--- config.mk ---
export PLATFORM = sky130hd
export DESIGN_NAME = hilo_unit
export DESIGN_NICKNAME = d
export VERILOG_FILES = /design/src/rtl/hilo_pkg.sv /design/src/rtl/op_watchdog.sv /design/src/rtl/hilo_unit.sv
export SDC_FILE = /design/constraint.sdc
export NUM_CORES = 1
export LEC_CHECK = 0
export ABC_AREA = 0
export CAP_MARGIN = 15
export CORE_MARGIN = 4
export CORE_UTILIZATION = 35
export CTS_CLUSTER_DIAMETER = 150
export DETAILED_ROUTE_END_ITERATION = 16
export PLACE_DENSITY = 0.78
export SYNTH_ARGS = -nofsm -noshare
export SYNTH_HDL_FRONTEND = slang
export SYNTH_SLANG_ARGS = --single-unit
--- constraint.sdc ---
create_clock -name clock -period 2 [get_ports clock]
set_input_delay 0.3 -clock clock [delete_from_list [all_inputs] [get_ports clock]]
set_output_delay 0.3 -clock clock [all_outputs]
set_load 0.01 [all_outputs]
--- src/rtl/hilo_pkg.sv ---
// hilo_pkg: shared types and constants for the HI/LO unit.
package hilo_pkg;
  localparam int DATA_W = 32;
  localparam int WDOG_W = 6;
  localparam int WDOG_LIMIT = 40;
  typedef enum logic [1:0] {IDLE, MULT_RUN, DIV_RUN, RELEASE} state_e;
endpackage

--- src/rtl/op_watchdog.sv ---
// op_watchdog: counts RUN cycles and flags the cycle on which the limit is reached.
module op_watchdog
  import hilo_pkg::*;
(
  input  logic clk_i,
  input  logic rst_ni,
  input  logic clear_i,
  input  logic enable_i,
  output logic expired_o
);
  logic [WDOG_W-1:0] cnt_q, cnt_d;
  always_comb cnt_d = clear_i ? '0 : enable_i ? cnt_q + 1'b1 : cnt_q;
  always_ff @(posedge clk_i or negedge rst_ni) begin
    if (!rst_ni) cnt_q <= '0;
    else cnt_q <= cnt_d;
  end
  // high during the 40th RUN cycle, so the count reaches the limit on that edge
  assign expired_o = enable_i && cnt_q == WDOG_W'(WDOG_LIMIT - 1);
endmodule

--- src/rtl/hilo_unit.sv ---
// hilo_unit: HI/LO register file with multiply/divide sequencing FSM and watchdog.
module hilo_unit
  import hilo_pkg::*;
(
  input  logic              clock,
  input  logic              reset,
  input  logic              start_mult,
  input  logic              start_div,
  input  logic              finalMult,
  input  logic              finalDiv,
  input  logic              div_by_zero,
  input  logic [DATA_W-1:0] mult_hi,
  input  logic [DATA_W-1:0] mult_lo,
  input  logic [DATA_W-1:0] div_hi,
  input  logic [DATA_W-1:0] div_lo,
  input  logic              write_hi,
  input  logic              write_lo,
  input  logic [DATA_W-1:0] wdata,
  output logic              multControl,
  output logic              divControl,
  output logic [DATA_W-1:0] hi_out,
  output logic [DATA_W-1:0] lo_out,
  output logic              busy,
  output logic              done,
  output logic              div_zero_exc,
  output logic              timeout
);
  state_e state_q, state_d;
  logic [DATA_W-1:0] hi_q, hi_d, lo_q, lo_d;
  logic done_q, done_d, exc_q, exc_d, to_q, to_d, expired;
  op_watchdog u_wdog (
    .clk_i    (clock),
    .rst_ni   (reset),
    .clear_i  (state_q == IDLE),
    .enable_i (state_q == MULT_RUN || state_q == DIV_RUN),
    .expired_o(expired)
  );
  always_comb begin
    state_d = state_q;
    hi_d    = hi_q;
    lo_d    = lo_q;
    done_d  = 1'b0;
    exc_d   = 1'b0;
    to_d    = 1'b0;
    case (state_q)
      IDLE: begin
        state_d = start_mult ? MULT_RUN : start_div ? DIV_RUN : IDLE;
        hi_d    = write_hi ? wdata : hi_q;
        lo_d    = write_lo ? wdata : lo_q;
      end
      MULT_RUN: begin
        state_d = (finalMult || expired) ? RELEASE : MULT_RUN;
        hi_d    = finalMult ? mult_hi : hi_q;
        lo_d    = finalMult ? mult_lo : lo_q;
        done_d  = finalMult;
        to_d    = !finalMult && expired;
      end
      DIV_RUN: begin
        state_d = (finalDiv || expired) ? RELEASE : DIV_RUN;
        hi_d    = (finalDiv && !div_by_zero) ? div_hi : hi_q;
        lo_d    = (finalDiv && !div_by_zero) ? div_lo : lo_q;
        done_d  = finalDiv;
        exc_d   = finalDiv && div_by_zero;
        to_d    = !finalDiv && expired;
      end
      default: state_d = IDLE;
    endcase
  end
  always_ff @(posedge clock or negedge reset) begin
    if (!reset) begin
      state_q <= IDLE;
      hi_q    <= '0;
      lo_q    <= '0;
      done_q  <= 1'b0;
      exc_q   <= 1'b0;
      to_q    <= 1'b0;
    end else begin
      state_q <= state_d;
      hi_q    <= hi_d;
      lo_q    <= lo_d;
      done_q  <= done_d;
      exc_q   <= exc_d;
      to_q    <= to_d;
    end
  end
  assign multControl  = state_q == MULT_RUN;
  assign divControl   = state_q == DIV_RUN;
  assign busy         = state_q != IDLE;
  assign hi_out       = hi_q;
  assign lo_out       = lo_q;
  assign done         = done_q;
  assign div_zero_exc = exc_q;
  assign timeout      = to_q;
endmodule

# Yosys cells after proc, flatten, opt, wreduce, memory -nomap -nowiden
# Cells that the tools add are included.
dict set report op_classes {
  eq_ne 7
  muxes 18
  n_reduce_logical 17
  n_addsub 1
}
# cell n
set op_table {}
lappend op_table {{$mux 32} 6}
lappend op_table {{$pmux 32 s3} 2}
lappend op_table {{$mux 6} 2}
lappend op_table {{$reduce_and 4->1} 2}
lappend op_table {{$add 6x1->6 const B} 1}
lappend op_table {{$eq 6x6->1 const B} 1}
lappend op_table {{$mux 2} 3}
lappend op_table {{$ne 2x2->1 const B} 3}
lappend op_table {{$pmux 2 s3} 1}
lappend op_table {{$logic_and 1x1->1} 5}
lappend op_table {{$pmux 1 s2} 2}
lappend op_table {{$reduce_bool 2->1} 2}
lappend op_table {{$logic_not 1->1} 3}
lappend op_table {{$logic_or 1x1->1} 3}
lappend op_table {{$reduce_bool 3->1} 1}
lappend op_table {{$eq 2x1->1 const B} 1}
lappend op_table {{$eq 2x2->1 const B} 1}
lappend op_table {{$logic_not 2->1} 1}
lappend op_table {{$mux 1} 2}
lappend op_table {{$ne 2x1->1 const B} 1}
dict set report totals {
  regBits 75
  inputBits 169
  output_inout_bits 70
  elab_cells 50
}

# Longest topological paths before layout
dict set report depth {
  depth_word 6
  mapped_depth 8
  mapped_depth_nobuf 5
}

# By module
# From an unflattened synthesis, not the netlist that was laid out.
dict set report unflattened {
  cells_unflattened 380
  area_unflattened_um2 4075.2
}
# module instances seq_area_each_um2 cells_per_inst area_per_inst_um2
set modules_own_cells {}
lappend modules_own_cells {hilo_unit 1 1726.7 353 3793.6}
lappend modules_own_cells {op_watchdog 1 150.1 27 281.5}

# Least setup slack after synthesis
# Ideal clock, no wire load.
dict set report synth_path {
  path_kind {register to register}
  from {reg state_q[0]}
  to {reg lo_q[0] (netlist: lo_out[0])}
  required_time_ns 1.875
  period_less_slack_ns 2.034
  arrival_ns 1.909
  path_buffers 2
  slack_ns -0.034
  setup_ns 0.125
  path_stages_with_launch 7
  path_cell_list {dfrtp_1 > ha_1 > clkbuf_1 > nor2b_4 > a2111oi_4 > buf_6 > mux2_2}
}
dict set report synth_between {
  elab_chain_cells 3
  word_cells_on_any_way 9
  cone_classes {eq/ne (5); mux (1); reduce/logical (3)}
}
# element line_no
set synth_lines {}
lappend synth_lines {{from (decl)} hilo_unit.sv:28} ;# state_e state_q, state_d;
lappend synth_lines {{from (signal assigned)} hilo_unit.sv:78} ;# state_q <= state_d;
lappend synth_lines {{$eq 2x1->1 (*)} n/a}
lappend synth_lines {{via multControl} hilo_unit.sv:19} ;# output logic multControl,
lappend synth_lines {{$ne 2x2->1 (no source line) or $reduce_bool 3->1 (tied branches)} n/a}
lappend synth_lines {{$reduce_and 4->1 (no source line)} n/a}
lappend synth_lines {{to (signal assigned)} hilo_unit.sv:80} ;# lo_q <= lo_d;
lappend synth_lines {{to (decl)} hilo_unit.sv:29} ;# logic [DATA_W-1:0] hi_q, hi_d, lo_q, lo_d;
# Mark *: on every way through the listed nets, which the timed path passes. The rest lies on a longest branch.
# A chain may end at the register's enable or synchronous reset.

# Final worst setup path
dict set report layout_path {
  from {reg state_q[0]}
  to {reg hi_q[4] (netlist: hi_out[4])}
}
dict set report layout_between {
  elab_chain_cells 3
  word_cells_on_any_way 9
  cone_classes {eq/ne (5); mux (1); reduce/logical (3)}
}
# element line_no
set layout_lines {}
lappend layout_lines {{$eq 2x2->1 (tied with other cells)} hilo_unit.sv:45} ;# case (state_q)
lappend layout_lines {{$ne 2x1->1 (no source line) (tied with other cells)} n/a}
lappend layout_lines {{$reduce_and 4->1 (no source line)} n/a}
lappend layout_lines {{to (signal assigned)} hilo_unit.sv:79} ;# hi_q <= hi_d;
lappend layout_lines {{to (decl)} hilo_unit.sv:29}
# Several ways; a longest one is shown, not always the timed one.

==> flow_summary.json <==
{
  "ctsHtreeMaxLevel": 3,
  "totalPowerFinal_mw": 12.07,
  "number_of_antenna_violations_at_the_first_check_in_global_routing": 0,
  "syn_area_per_cell_um2": 10.66,
  "first_pass_grt_wire_length_um": 20020,
  "synthArstFlopShare_pct": 100.0,
  "count_of_yosys_warnings_during_synthesis": 0,
  "peak_vdd_ir_mv": 0.9209,
  "core_area_um2": 11420,
  "grt.met3_usage_pct": 4.961,
  "layout.core_utilization_pct": 62.80,
  "groute.layer.met1.usage_pct": 20.19,
  "route.detailed.vias_per_inst": 5.232,
  "timing.final.max_slew_violations": 0,
  "max_stage_delay_ns": 0.40,
  "dpl_cell_area_um2": 6623,
  "cp_slowest_cell": "dfrtp_1",
  "synthesis.nets": 556,
  "setup_total_negative_slack_ns": 0,
  "grt_start_max_net_pins": 74,
  "design_area_um2": 7171,
  "clock_tree_root_driver_cell": "clkbuf_16",
  "leftover_overflow_at_the_end_of_global_routing": 0,
  "finish.cell_count_without_fillers": 768,
  "clk_pin_slew_worst_paths_ns": 0.06,
  "hold_viol": 0,
  "worstHoldPathType": "in2async",
  "cellPowerDensity_nw_per_um2": 1684,
  "ant_nets": 0,
  "grt_usage_pct": 18.75,
  "relSlewSlack_pct": 68.27,
  "syn2layout_area_growth_pct": 76.07,
  "global_route.peak_usage_layer": "met2",
  "placement_rows": 39,
  "start_util_pct": 35.67,
  "timing.clock.skew_ns": 0.01166,
  "critical-path-top-delay-family": "buffers and inverters",
  "max_clock_freq_mhz": 501.2,
  "cts_tree": "built",
  "syn_area_um2": 4073,
  "critPathArrivalTime_ns": 2.19,
  "synth_flop_cell": "dfrtp_1",
  "placed_instance_count": 742,
  "synth_seq_cells": 75,
  "layout_min_cycle_time_ns": 1.995,
  "die_area_um2": 13430,
  "dr.pass1.iters": 4,
  "cp-start-kind": "flop",
  "post-route-drc-count": 0,
  "layout.cells.most_common": "clkdlybuf4s50_1",
  "setup_slack_ns": 0.004944,
  "worst-setup-path-type": "reg2reg",
  "timing.critical_path.cells": "buf_6 -> ha_4 -> nor2b_4 -> a2111oi_4 -> buf_6 -> buf_12 -> mux2_1",
  "worstSkewPairLatency_ns": 0.33,
  "clk_buf_depth": 2,
  "drt-total-wl_um": 14220,
  "hpwlAfterDp_um": 10290,
  "cts_num_sinks": 75,
  "io_buf_count": 238,
  "pre_cts_ws_ns": -0.1379,
  "holdWs_ns": 0.4794,
  "cp-end-kind": "flop",
  "first_iter_violations": 108,
  "share_of_layout_cells_above_drive_strength_1_pct": 9.920,
  "rsz_0062_raised_after_global_routing": "true",
  "reg2reg_slack_ns": 0.005,
  "die-height_um": 115.9,
  "die_width_um": 115.9,
  "synth-edff-count": 0,
  "antennaDiodeCount": 0,
  "grt_pass1_vias": 4134,
  "netlist_instances": 382,
  "globalplace.congestion": 0.7647,
  "via_count": 4018,
  "critical_path_required_ns": 2.19,
  "timing.critical_path.mode_cell": "buf_6",
  "run_status": "finished, final reports clean",
  "design.portCount": 239,
  "setup_viol": 0,
  "use_met2_pct": 34.87,
  "worst_margin_slew_ns": 0.4759,
  "power.static_leakage_nw": 2.881,
  "post_drt_wl_per_cell_um": 18.52,
  "nets": 794,
  "worstPathBufferInverterCount": 3,
  "max_cap_violations": 0,
  "critical_path_peak_fanout": 16,
  "tritoncts.num_buffers": 9,
  "layout_worst_path_cycle_share_pct": 99.75,
  "synth.yosys.seq_area_share_pct": 46.08,
  "final_cell_mix": "clkdlybuf4s50_1 (235), dfrtp_1 (75), a22oi_1 (65), a21oi_1 (65), mux2_1 (50)",
  "netlist-cell-type-count": 29
}
## power by group
part	switching, mW	internal, mW	total [mW]
Clock	0.615	1.15	1.77
Sequential	0.385	2.32	2.71
Combinational	3.52	4.07	7.60
## worst paths after layout
path	startpoint	end	depth (start not counted)
worst max register to register	state_q[0]$_DFF_PN0_	hi_out[4]$_DFFE_PN0P_	7
max in group asynchronous	reset	hi_out[4]$_DFFE_PN0P_	3
worst min register to register	lo_out[29]$_DFFE_PN0P_	lo_out[29]$_DFFE_PN0P_	1
worst max-delay path	state_q[0]$_DFF_PN0_	hi_out[4]$_DFFE_PN0P_	7
worst min-delay path	reset	lo_out[8]$_DFFE_PN0P_	2
min in group clock	lo_out[29]$_DFFE_PN0P_	lo_out[29]$_DFFE_PN0P_	1
## metal layers
layer / up-vias / wire length (µm) / part of all wire (%)
met5: - / 0 / 0
met4: 0 / 248 / 1.7
met3: 20 / 1302 / 9.2
met2: 182 / 7223 / 51
met1: 1904 / 5447 / 38
li1: 1912 / - / -
## Yosys cell counts (3+ instances only)
| master | instances | share of area (%) |
|---|---|---|
| a211oi_1 | 4 | 0.74 |
| a21oi_1 | 65 | 8.0 |
| a22oi_1 | 65 | 12 |
| buf_1 | 5 | 0.46 |
| buf_2 | 4 | 0.49 |
| buf_6 | 6 | 1.7 |
| clkbuf_1 | 20 | 1.8 |
| dfrtp_1 | 75 | 46 |
| ha_1 | 5 | 1.5 |
| inv_1 | 5 | 0.46 |
| mux2_1 | 59 | 16 |
| mux2_2 | 6 | 1.7 |
| nor2_1 | 37 | 3.4 |
| nor2b_1 | 3 | 0.46 |
| o21ai_0 | 5 | 0.61 |
## flip-flops by register name, summed over array words and instances (netlist names)
signal	cells
timeout	1
u_wdog.cnt_q	6
done	1
state_q	2
hi_out	32
div_zero_exc	1
lo_out	32
## worst register-to-register path: cells and delay by family (launching register included)
family                     cells  cell delay, ns
buffers and inverters          3            0.51
and+or+nand+nor                1            0.14
muxes                          1            0.34
AOI/OAI and AO/OA              1            0.32
adders and majority gates      1            0.16
DFF                            1            0.40
## area by class of cell
type | instances | area, µm²
clock buffers | 11 | 252.7
clock inverters | 5 | 75.07
fillers | 940 | 4248
inverters | 5 | 18.77
multi-input cells | 267 | 2074
flip-flops and latches | 75 | 1877
well taps | 143 | 178.9
repair buffers | 262 | 2694
## kinds of logic (layout without fill, tap and decap cells)
logic type / after synthesis / after routing / share of synthesized area, %
buffers and inverters: 40 / 283 / 4.915
xor gates and xnor gates: 1 / 1 / 0.2151
adders and majority gates: 5 / 5 / 1.536
DFF: 75 / 75 / 46.08
AOI/OAI and AO/OA: 146 / 146 / 23.63
and+or+nand+nor: 50 / 50 / 5.653
muxes: 65 / 65 / 17.97
## repair_timing
action / 4_1_cts / 5_1_grt
hold buffers: 1 / 0
cloned: 0 / 5
setup buffers: 2 / 2
endpoints found under the setup margin: 6 / 64
resized for setup: 3 / 24
pin swaps: 0 / 2
endpoints found under the hold margin: 34 / 0
No activity file was read; power rests on OpenSTA's default activity.
